--- src/rtl/refill_pkg.sv ---
// Shared refill-engine constants and the refill FSM state type, used by the I-cache and its refill unit.
package refill_pkg;

    localparam int unsigned NrWordsPerLine = 4;
    localparam int unsigned WordBits       = 32;
    localparam int unsigned LineSize       = WordBits * NrWordsPerLine;
    localparam int unsigned WordOffsetBits = $clog2(NrWordsPerLine);
    localparam int unsigned LineOffsetBits = WordOffsetBits + 2;
    localparam int unsigned CntBits        = WordOffsetBits + 1;

    typedef enum logic [1:0] {
        IDLE  = 2'd0,
        FETCH = 2'd1,
        DONE  = 2'd2,
        COOL  = 2'd3
    } refill_state_e;

endpackage

--- src/rtl/line_refill_unit.sv ---
// I-cache line refill engine: fetches one line as single-word bus reads and returns it line-wide.
// Define CRITICAL_WORD_FIRST_EN to start the fetch at the missing word and wrap around the line.
module line_refill_unit
    import refill_pkg::*;
#(
    parameter int unsigned MaxOutstanding = 2
) (
    input  logic                clk_i,
    input  logic                rst_i,
    input  logic [31:0]         req_addr_i,
    input  logic                req_en_i,
    output logic                line_valid_o,
    output logic [LineSize-1:0] line_data_o,
    output logic                bus_req_o,
    output logic [31:0]         bus_addr_o,
    input  logic                bus_gnt_i,
    input  logic                bus_rvalid_i,
    input  logic [31:0]         bus_rdata_i
);

    refill_state_e                  state_q, state_d;
    logic [31-LineOffsetBits:0]     base_q, base_d;
    logic [WordOffsetBits-1:0]      start_q, start_d;
    logic [CntBits-1:0]             issue_q, issue_d;
    logic [CntBits-1:0]             resp_q, resp_d;
    logic [CntBits-1:0]             outst_q, outst_d;
    logic [LineSize-1:0]            line_data_d;
    logic                           line_valid_d;
    logic                           bus_req_d;
    logic [31:0]                    bus_addr_d;
    logic                           grant;
    logic                           resp;
    logic [WordOffsetBits-1:0]      slot;
    logic [WordOffsetBits-1:0]      issue_idx;
    logic                           unused_addr_bits;

    assign unused_addr_bits = ^req_addr_i[LineOffsetBits-1:0];

    // State and output registers
    always_ff @(posedge clk_i or posedge rst_i) begin
        if (rst_i) begin
            state_q      <= IDLE;
            base_q       <= '0;
            start_q      <= '0;
            issue_q      <= '0;
            resp_q       <= '0;
            outst_q      <= '0;
            line_data_o  <= '0;
            line_valid_o <= 1'b0;
            bus_req_o    <= 1'b0;
            bus_addr_o   <= '0;
        end else begin
            state_q      <= state_d;
            base_q       <= base_d;
            start_q      <= start_d;
            issue_q      <= issue_d;
            resp_q       <= resp_d;
            outst_q      <= outst_d;
            line_data_o  <= line_data_d;
            line_valid_o <= line_valid_d;
            bus_req_o    <= bus_req_d;
            bus_addr_o   <= bus_addr_d;
        end
    end

    // Next state, counters, line assembly and the registered bus request for the next cycle
    always_comb begin
        state_d      = state_q;
        base_d       = base_q;
        start_d      = start_q;
        issue_d      = issue_q;
        resp_d       = resp_q;
        outst_d      = outst_q;
        line_data_d  = line_data_o;
        line_valid_d = 1'b0;
        bus_req_d    = 1'b0;
        bus_addr_d   = '0;
        issue_idx    = '0;

        grant = bus_req_o && bus_gnt_i;
        resp  = (state_q == FETCH) && bus_rvalid_i;
        slot  = WordOffsetBits'(CntBits'(start_q) + resp_q);

        unique case (state_q)
            IDLE: begin
                if (req_en_i) begin
                    base_d  = req_addr_i[31:LineOffsetBits];
`ifdef CRITICAL_WORD_FIRST_EN
                    start_d = req_addr_i[2 +: WordOffsetBits];
`else
                    start_d = '0;
`endif
                    issue_d = '0;
                    resp_d  = '0;
                    outst_d = '0;
                    state_d = FETCH;
                end
            end
            FETCH: begin
                if (grant) begin
                    issue_d = issue_q + CntBits'(1);
                end
                outst_d = outst_q + CntBits'(grant) - CntBits'(resp);
                if (resp) begin
                    line_data_d[int'(slot)*WordBits +: WordBits] = bus_rdata_i;
                    resp_d = resp_q + CntBits'(1);
                    if (resp_d == CntBits'(NrWordsPerLine)) begin
                        state_d = DONE;
                    end
                end
            end
            DONE:    state_d = COOL;
            COOL:    state_d = IDLE;
            default: state_d = IDLE;
        endcase

        line_valid_d = (state_d == DONE);

        // Request is held with a stable address until granted, throttled by outstanding reads
        if (state_d == FETCH) begin
            issue_idx  = WordOffsetBits'(CntBits'(start_d) + issue_d);
            bus_addr_d = {base_d, issue_idx, 2'b00};
            bus_req_d  = (issue_d < CntBits'(NrWordsPerLine)) &&
                         (outst_d < CntBits'(MaxOutstanding));
        end
    end

endmodule
--- config.mk ---
export PLATFORM = sky130hd
export DESIGN_NAME = line_refill_unit
export DESIGN_NICKNAME = d
export VERILOG_FILES = /design/src/rtl/refill_pkg.sv /design/src/rtl/line_refill_unit.sv
export SDC_FILE = /design/constraint.sdc
export NUM_CORES = 1
export LEC_CHECK = 0
export BUFFER_PORTS_ARGS = -buffer_cell sky130_fd_sc_hd__buf_2
export CORE_MARGIN = 2
export CORE_UTILIZATION = 38
export CTS_BUF_LIST = sky130_fd_sc_hd__clkbuf_8
export DETAILED_ROUTE_END_ITERATION = 10
export HOLD_SLACK_MARGIN = 0.15
export PLACE_DENSITY_LB_ADDON = 0.05
export SLEW_MARGIN = 0
export SYNTH_ARGS = -nofsm -noshare
export SYNTH_HDL_FRONTEND = slang
export SYNTH_SLANG_ARGS = --single-unit
--- constraint.sdc ---
create_clock -name clk_i -period 7.2 [get_ports clk_i]
set_input_delay 0 -clock clk_i [delete_from_list [all_inputs] [get_ports clk_i]]
set_output_delay 0 -clock clk_i [all_outputs]
set_load 0.005 [all_outputs]
=== Word-level counts from Yosys, hierarchy flattened ===
Cells that the tools add are included.

* Register bits after elaboration: 203
* Bits of input ports: 69
* Output and inout bits: 162
* Logic and storage cells: 55

* Add/sub/neg operators: 7
* Order comparisons: 2
* Equal/unequal tests: 8
* Shift-type cells: 2
* Mux-type cells: 19
* Reduce and logical (&&, ||, !) cells: 7

{| class="wikitable"
|+ Operator list
! cell !! number
|-
| bitwise mux 128 bit || 1
|-
| variable shift 32 x 34 -> 128 bit, first input constant || 1
|-
| variable part select 32 x 34 -> 128 bit || 1
|-
| 2-to-1 mux 28 bit || 2
|-
| negation 7 -> 34 bit || 1
|-
| 2-to-1 mux 32 bit || 1
|-
| case mux 3 bit (2 select lines) || 3
|-
| 2-to-1 mux 3 bit || 5
|-
| 2-to-1 mux 2 bit || 5
|-
| case mux 2 bit (4 select lines) || 1
|-
| adder 3 x 1 -> 3 bit, second input constant || 2
|-
| equality test 2 bit, second input constant || 3
|-
| adder 2 bit || 2
|-
| equality test 2 x 1 -> 1 bit, second input constant || 2
|-
| != test 2 bit, second input constant || 2
|-
| adder 3 x 1 -> 3 bit || 1
|-
| equality test 3 bit, second input constant || 1
|-
| logical AND 1 bit || 3
|-
| less-than comparator 3 x 2 -> 1 bit, second input constant || 1
|-
| less-than comparator 3 bit, second input constant || 1
|-
| AND reduction 3 bit || 1
|-
| subtractor 3 x 1 -> 3 bit || 1
|-
| logical NOT 2 bit || 1
|-
| AND reduction 2 bit || 1
|-
| other kinds (2) || 2
|}

=== Longest topological paths before layout ===
Gate-level depths: netlist of run 1.

* Depth in word-level cells: 7
* Mapped depth: 11
* Mapped depth without buffers: 10

=== Worst setup path before layout of run 1 ===
Ideal clock, no wire load.

* Path kind: register -> register
* From: register state_q[1]
* To: register bus_req_o
* Arrival: 2.284 ns
* Required time: 7.120 ns
* Slack: 4.836 ns
* Cell stages (with the launch flop): 12
* Clock period less this slack: 2.364 ns
* Path through: dfrtp_1 and3b_1 buf_2 ha_1 inv_1 ha_1 inv_1 fa_1 xor2_1 mux2_2 o21ai_0 nor3b_2

* Word-level cells in the longest chain between the ends: 7

{| class="wikitable"
|+ Ends and longest elaborated chain
! item !! RTL line !! RTL
|-
| from (decl) || line_refill_unit.sv:21 || <nowiki>refill_state_e state_q, state_d;</nowiki>
|-
| from (signal assigned) || line_refill_unit.sv:53 || <nowiki>state_q <= state_d;</nowiki>
|-
| equality test 2 x 1 -> 1 bit || line_refill_unit.sv:81, line_refill_unit.sv:84 ||
|-
| logical AND 1 bit || line_refill_unit.sv:81 || <nowiki>resp = (state_q == FETCH) && bus_rvalid_i;</nowiki>
|-
| subtractor 3 x 1 -> 3 bit || line_refill_unit.sv:103 || <nowiki>outst_d = outst_q + CntBits'(grant) - CntBits'(resp);</nowiki>
|-
| case mux 3 bit (2 select lines) || line_refill_unit.sv:84 || <nowiki>unique case (state_q)</nowiki>
|-
| less-than comparator 3 x 2 -> 1 bit || line_refill_unit.sv:124 || <nowiki>(outst_d < CntBits'(MaxOutstanding));</nowiki>
|-
| logical AND 1 bit || line_refill_unit.sv:123 || <nowiki>bus_req_d = (issue_d < CntBits'(NrWordsPerLine)) &&</nowiki>
|-
| 2-to-1 mux 1 bit (*) || line_refill_unit.sv:120 || <nowiki>if (state_d == FETCH) begin</nowiki>
|-
| named net bus_req_d || line_refill_unit.sv:29 || <nowiki>logic bus_req_d;</nowiki>
|-
| to (signal assigned) || line_refill_unit.sv:61 || <nowiki>bus_req_o <= bus_req_d;</nowiki>
|-
| to (decl) || line_refill_unit.sv:14 || <nowiki>output logic bus_req_o,</nowiki>
|}

Mark *: on every way through the listed nets, which the timed path passes. The rest lies on a longest branch.
A chain may end at the register's enable or synchronous reset.

=== Worst setup path in the final report of run 1 ===
* From: register resp_q[0]
* To: register line_data_o[44]

* Word-level cells in the longest chain between the ends: 4

{| class="wikitable"
|+ Ends and longest elaborated chain
! item !! RTL line !! RTL
|-
| from (decl) || line_refill_unit.sv:25 || <nowiki>logic [CntBits-1:0] resp_q, resp_d;</nowiki>
|-
| from (signal assigned) || line_refill_unit.sv:57 || <nowiki>resp_q <= resp_d;</nowiki>
|-
| adder 2 bit (*) || line_refill_unit.sv:82 || <nowiki>slot = WordOffsetBits'(CntBits'(start_q) + resp_q);</nowiki>
|-
| negation 7 -> 34 bit (*) || line_refill_unit.sv:105 || <nowiki>line_data_d[int'(slot)*WordBits +: WordBits] = bus_rdata_i;</nowiki>
|-
| variable part select 32 x 34 -> 128 bit / variable shift 32 x 34 -> 128 bit (equally long branches) || line_refill_unit.sv:105 ||
|-
| bitwise mux 128 bit (*) || line_refill_unit.sv:105 ||
|-
| to (signal assigned) || line_refill_unit.sv:59 || <nowiki>line_data_o <= line_data_d;</nowiki>
|-
| to (decl) || line_refill_unit.sv:13 || <nowiki>output logic [LineSize-1:0] line_data_o,</nowiki>
|}

Mark *: on every way between the ends. The rest lies on a longest branch, timed or not.

==> summary.md, run 1 <==
| Metric | Value |
|---|---|
| Fraction of final layout cells with drive strength greater than 1 | `0.313` |
| LEAKAGE | `0.00534 µW` |
| Row count | `52` |
| Yosys warns | `0` |
| Final setup violation count | `0` |
| CP top delay family | `simple AND/OR/NAND/NOR gates` |
| Final Core Density | `0.518` |
| Unrepaired setup endpoints after global routing | `no` |
| Top post-synthesis cells by area | `dfrtp_1 64%, nand2_1 9.7%, o21ai_0 6.4%` |
| H-tree levels | `2` |
| Core Region | `0.0202 mm²` |
| Synthesized area per cell | `around 11 µm²` |
| Vias in the first global route | `just over 6k` |
| Pre-CTS WS | `about 3.6 ns` |
| Max-cap violations | `0` |
| Synth Register Bits | `between 200 and 250` |
| Fillers | `1861` |
| Initial core utilization | `0.387` |
| Port Buffer Count | `approximately 220` |
| Total track usage | `0.189` |
| Most frequent cell after synthesis | `nand2_1` |
| Post-CTS setup buffer count | `0` |
| PwrDens | `approximately 420 mW/mm²` |
| Total CTS buffers | `36` |
| Post-synth top cells | `202 x nand2_1, 201 x dfrtp_1, 99 x o21ai_0` |
| Crit Path Max Fanout | `33` |
| Post-synth top area share | `0.645` |
| Fmax | `approximately 280 MHz` |
| Slew margin rel. | `0.272` |
| Cell type with the highest aggregate area in the netlist | `dfrtp_1` |
| DR vias | `6038` |
| Skew final | `0.00920 ns` |
| Worst Hold Class | `input port to async pin` |
| Synthesized area | `0.00780 mm²` |
| Post-synthesis sequential area ratio | `0.645` |
| First-pass GRT wire length | `approximately 33000 µm` |
| Initial drt markers | `258` |
| Status | `finished, final reports clean` |
| Clk slew on worst S/H paths | `approximately 0.060 ns` |
| Max IR drop VDD | `about 0.22 mV` |
| Final min period | `about 3.6 ns` |
| Final Cycle Share | `0.496` |
| Clk root buf | `clkbuf_8` |
| Die Area | `0.0217 mm²` |
| Crit path cell chain | `ha_1 > xnor2_1 > xnor2_1 > inv_1 > ha_1 > nand3_2 > nor4_4 > buf_4 > a22o_1` |
| Final net count | `1074` |
| Worst Path Buf+Inv | `2` |
| CP endpoint kind | `flop` |
| Worst path required time | `roughly 7.6 ns` |
| Post-route ant nets | `0` |
| Die span in x | `147 µm` |
| CP max-delay cell | `nor4_4` |
| Antenna cells | `0` |
| DIE HEIGHT | `between 100 and 150 µm` |
| Worst-Margin Slew | `1.09 ns` |
| Max incr delay on CP | `1.00 ns` |
| Initial antenna violation count | `0` |
| Routability Congestion | `between 0.7 and 0.8` |
| CP Depth | `9` |
| Async SR Flop Fraction | `1.00` |
| Primary FF master, synth | `dfrtp_1` |
| Final Hold Slack | `roughly 0.18 ns` |
| CP startpoint kind | `flop` |
| Worst R2R Path Depth | `9` |
| I/O pin count | `between 200 and 250` |
| Gr ovfl total | `0` |
| Hold Violations, Final | `0` |
| Fin. max-slew vios | `0` |
| Via density | `around 4.7` |
| Worst-Skew Late Latency | `approximately 0.51 ns` |
| Clk buf depth | `3` |
| Drt total wl | `around 20000 µm` |
| CTS Hold Buffers Added | `64` |
| Routed len/inst | `approximately 16 µm` |
| Syn Inst Count | `~700` |
| CTS tree | `yes` |
| DR pass1 iterations | `4` |
| Post-synth EDFFs | `0` |
| Setup ws final | `~3.6 ns` |
| TNS Setup | `0 ns` |
| Arrival @ worst endpoint | `between 4 and 5 ns` |
| Gates resized, CTS repair | `0` |
| Crit Path Class | `flop to flop` |
| Synth cell types | `33` |
| Largest net degree at the start of global routing | `approximately 120` |
| Area delta synth->final | `34.0%` |
| Dpl hpwl | `about 13000 µm` |
| CTS sink cnt | `~200` |
| Drt drc | `0` |
power by group:
part           internal (µW)  leakage (µW)  switching (µW)
Clock                    534      0.000386             443
Sequential              1640       0.00265             238
Combinational            709       0.00231             834
path summary, 6_finish.rpt:
path	from	end	slack (ns)
min in group clk_i	req_addr_i[11]	base_q[7]	0.28
worst max register to register	resp_q[0]	line_data_o[44]	3.63
worst max-delay path	resp_q[0]	line_data_o[44]	3.63
worst min register to register	line_data_o[123]	line_data_o[123]	0.47
max in group asynchronous	rst_i	base_q[27]	5.38
worst min-delay path	rst_i	base_q[8]	0.18
state kept, by name, indices dropped and copies added (netlist names):
name / cells
line_valid_o: 1
outst_q: 3
line_data_o: 128
bus_addr_o: 30
state_q: 2
start_q: 2
resp_q: 3
issue_q: 3
base_q: 28
bus_req_o: 1
layout by cell type, fill, tap and decap left out, drive strengths merged, types with 3 or more instances in the layout:
| master | n |
|---|---|
| ha | 12 |
| a22o | 36 |
| nor3 | 3 |
| dlygate4sd3 | 64 |
| mux2 | 31 |
| nor2 | 7 |
| nand2 | 202 |
| inv | 22 |
| dfrtp | 201 |
| buf | 231 |
| o21ai | 100 |
| nor2b | 31 |
| clkbuf | 43 |
metal layers:
layer | wire length [µm] | track usage | vias to the layer above
met4 | 482 | 0.0625 | 0
met5 | 0 | 0 | -
li1 | - | - | 2894
met2 | 9180 | 0.295 | 213
met3 | 1690 | 0.0621 | 39
met1 | 8960 | 0.252 | 2892
cell families after synthesis:
kind of cell             after synthesis  share of synthesized area
multiplexers                          32                     0.0460
buffers and inverters                 54                     0.0298
XOR/XNOR                               5                    0.00754
AND/OR/NAND/NOR                      254                      0.139
AO/OA/AOI/OAI                        143                      0.111
other                                  1                   0.000481
flip-flops                           201                      0.645
adder cells (fa/ha/maj)               13                     0.0218
layout make-up:
type / count / area, µm² / area share
sequential: 201 / 5030 / 0.481
multi-input combinational: 449 / 2580 / 0.247
timing repair buffer: 295 / 1810 / 0.174
clock buffer: 43 / 592 / 0.0566
tap: 270 / 338 / 0.0323
clock inverter: 15 / 58.8 / 0.00562
inverter: 9 / 41.3 / 0.00395
stage by stage:
stage	instance area, µm²	instances	power (µW)
final	10500	1282	4400
after global routing	10500	1282	4770
after CTS	10500	1282	4480
after detailed placement	9160	1160	3450
after global placement	9160	1160	3390
after floorplan	7810	704	2710
worst register-to-register path, stage by stage, from the launching register on:
cell and delay (ns):
dfrtp_1 0.42, ha_1 0.21, xnor2_1 0.17, xnor2_1 0.13
inv_1 0.12, ha_1 0.17, nand3_2 0.67, nor4_4 1.01
buf_4 0.42, a22o_1 0.19
(Power assumes the default switching activity.)
==> inputs of run 2 (changes only) <==
clock period = 3.2 ns   (was 7.2 ns; I/O delays follow)
==> summary.md, run 2 (synthesis gave the netlist of run 1 again) <==
| Metric | Value |
|---|---|
| Post-route cell area | `0.0107 mm² (was 0.0105 mm²)` |
| Max Used Layer | `met4 (unchanged)` |
| WL met2 | `9560 µm (was 9180 µm)` |
| DR WL met3 | `1480 µm (was 1690 µm)` |
| Post-CTS setup buffer count | `0 (unchanged)` |
| Fillers | `1866 (was 1861)` |
| Skew final | `0.0184 ns (was 0.00920 ns)` |
| Gr ovfl total | `0 (unchanged)` |
| Pint | `6700 µW (was 2880 µW)` |
| Clk slew on worst S/H paths | `0.06 ns (about the same)` |
| Crit Path Class | `flop to flop (unchanged)` |
| Clk network pwr share | `0.230 (was 0.222)` |
| Total track usage | `0.194 (was 0.189)` |
| Gates resized, CTS repair | `0 (unchanged)` |
| CP startpoint kind | `flop (unchanged)` |
| NetSw | `3460 µW (was 1510 µW)` |
| Max reg flops | `128 (unchanged)` |
| Flop pwr share | `0.416 (was 0.427)` |
| Core Region | `0.0202 mm² (unchanged)` |
| Largest net degree at the start of global routing | `102 (was 121)` |
| Area delta synth->final | `36.9% (was 34.0%)` |
| Fmax | `382 MHz (was 280 MHz)` |
| TNS Setup | `0 ns (unchanged)` |
| Clk root buf | `clkbuf_8 (unchanged)` |
| Routability Congestion | `0.754 (was 0.780)` |
| Post-route ant nets | `0 (unchanged)` |
| Final min period | `2.62 ns (was 3.57 ns)` |
| Via density | `4.69 (was 4.71)` |
| Biggest register | `line_data_o (unchanged)` |
| Initial drt markers | `174 (was 258)` |
| Max IR drop VDD | `0.556 mV (was 0.220 mV)` |
| Vias in the first global route | `6557 (was 6202)` |
| Regs by FF count | `line_data_o: 128 flops, bus_addr_o: 30 flops, base_q: 28 flops (unchanged)` |
| Hold Violations, Final | `0 (unchanged)` |
| Initial antenna violation count | `0 (unchanged)` |
| Routed len/inst | `15.6 µm (was 15.8 µm)` |
| Port Buffer Count | `224 (unchanged)` |
| First-pass GRT wire length | `33800 µm (was 32700 µm)` |
| Final Cycle Share | `0.819 (was 0.496)` |
| Status | `finished, final reports clean (unchanged)` |
| CTS sink cnt | `201 (unchanged)` |
| Die span in x | `147 µm (unchanged)` |
| Arrival @ worst endpoint | `3.04 ns (was 4.01 ns)` |
| H-tree levels | `2 (unchanged)` |
| Wl on met1 | `8690 µm (was 8960 µm)` |
| Worst-Skew Late Latency | `0.52 ns (was 0.51 ns)` |
| Drt total wl | `20400 µm (was 20300 µm)` |
| Area of the multi-input gates | `0.00258 mm² (unchanged)` |
| Crit path cell chain | `and3b_1 > ha_1 > inv_1 > ha_1 > inv_1 > fa_1 > xor2_1 > mux2_2 > o21ai_0 > nor3b_2 (was ha_1 > xnor2_1 > xnor2_1 > inv_1 > ha_1 > nand3_2 > nor4_4 > buf_4 > a22o_1)` |
| Switch share | `0.340 (was 0.344)` |
| Worst-Margin Slew | `0.779 ns (was 1.09 ns)` |
| Total CTS buffers | `36 (unchanged)` |
| DR pass1 iterations | `4 (unchanged)` |
| Row count | `52 (unchanged)` |
| Fin. max-slew vios | `0 (unchanged)` |
| Max incr delay on CP | `0.45 ns (was 1.00 ns)` |
| Final net count | `1091 (was 1074)` |
| Die Area | `0.0217 mm² (unchanged)` |
| DP Area | `0.00926 mm² (was 0.00916 mm²)` |
| Max-cap violations | `0 (unchanged)` |
| Final setup violation count | `0 (unchanged)` |
| Worst path required time | `3.62 ns (was 7.64 ns)` |
| CTS tree | `yes (unchanged)` |
| DR vias | `6102 (was 6038)` |
| R2R Setup Slk | `0.58 ns (was 3.63 ns)` |
| Storage cell area | `0.00503 mm² (unchanged)` |
| LEAKAGE | `0.00543 µW (was 0.00534 µW)` |
| Commonest non-fill, non-tap cell in the layout | `buf_2 (unchanged)` |
| Initial core utilization | `0.387 (unchanged)` |
| Worst Hold Class | `input port to async pin (unchanged)` |
| Unrepaired setup endpoints after global routing | `no (unchanged)` |
| Comb pwr share | `0.355 (was 0.351)` |
| I/O pin count | `231 (unchanged)` |
| PwrDens | `951 mW/mm² (was 421 mW/mm²)` |
| Dpl hpwl | `13700 µm (was 13300 µm)` |
| Fraction of final layout cells with drive strength greater than 1 | `0.325 (was 0.313)` |
| Antenna cells | `0 (unchanged)` |
| Final Core Density | `0.530 (was 0.518)` |
| Slew margin rel. | `0.479 (was 0.272)` |
| Clk buf depth | `3 (unchanged)` |
| CP endpoint kind | `flop (unchanged)` |
| CP max-delay cell | `and3b_1 (was nor4_4)` |
| DIE HEIGHT | `147 µm (unchanged)` |
| Drt drc | `0 (unchanged)` |
| Commonest non-fill, non-tap cells in the layout | `224 x buf_2, 201 x dfrtp_1, 199 x nand2_1 (unchanged)` |
| Crit Path Max Fanout | `9 (was 33)` |
run 2: cell types whose count changed in the layout (fill, tap and decap cells not counted), moves of 3 or more:
cell | previous run | this run
dlygate4sd3_1 | 64 | 71
clkbuf_8 | 43 | 47
clkinvlp_4 | 0 | 3
inv_1 | 21 | 16
buf_4 | 7 | 15
run 2: path summary, 6_finish.rpt:
path,start,depth (start not counted),endpoint
min in group clk_i,req_addr_i[20],3,base_q[16]
min reg2reg,line_data_o[12],2,line_data_o[12]
min,rst_i,4,line_valid_o
max reg2reg,state_q[1],10,bus_req_o
max in group asynchronous,rst_i,4,line_data_o[26]
max,state_q[1],10,bus_req_o
run 2: what timing repair did:
item / CTS / global route
setup endpoints to repair: 0 / 0
hold buffers: 71 / 0
hold endpoints to repair: 396 / 0
run 2: routing by layer:
layer	global-route usage	up-vias
met5	0	-
met4	0.0683	0
met3	0.0547	50
met2	0.318	195
met1	0.248	2915
li1	-	2942
run 2: per-stage QoR:
| stage | setup slack [ns] | cells | hold slack (ns) | power, µW |
|---|---|---|---|---|
| finish | 0.579 | 1302 | 0.197 | 10200 |
| global route | 0.385 | 1302 | 0.258 | 11000 |
| CTS | 0.540 | 1302 | 0.228 | 10300 |
| detailed placement | 0.557 | 1170 | 0.225 | 7820 |
| global placement | 0.625 | 1170 | 0.229 | 7670 |
| floorplan | 0.598 | 704 | 0.133 | 6110 |
run 2: power by group through the flow:
stage | logic, µW | clock network, µW | registers [µW]
final | 3600 | 2330 | 4220
after global routing | 4090 | 2540 | 4380
after CTS | 3680 | 2420 | 4240
after detailed placement | 3560 | 0 | 4260
after global placement | 3450 | 0 | 4220
after floorplan | 1810 | 0 | 4300
run 2: final cells by class:
cell class	instances	share of cell area
Tap cell	270	0.0316
Multi-Input combinational cell	449	0.242
Sequential cell	201	0.471
Clock inverter	14	0.00609
Inverter	9	0.00351
Timing Repair Buffer	312	0.186
Clock buffer	47	0.0606
run 2: critical path, delay by kind of cell (launching register included):
kind                     cells  cell delay [ns]
XOR/XNOR                     1             0.16
AO/OA/AOI/OAI                1             0.14
multiplexers                 1             0.36
buffers and inverters        2             0.10
AND/OR/NAND/NOR              2             0.62
adder cells (fa/ha/maj)      3             0.80
flip-flops                   1             0.36
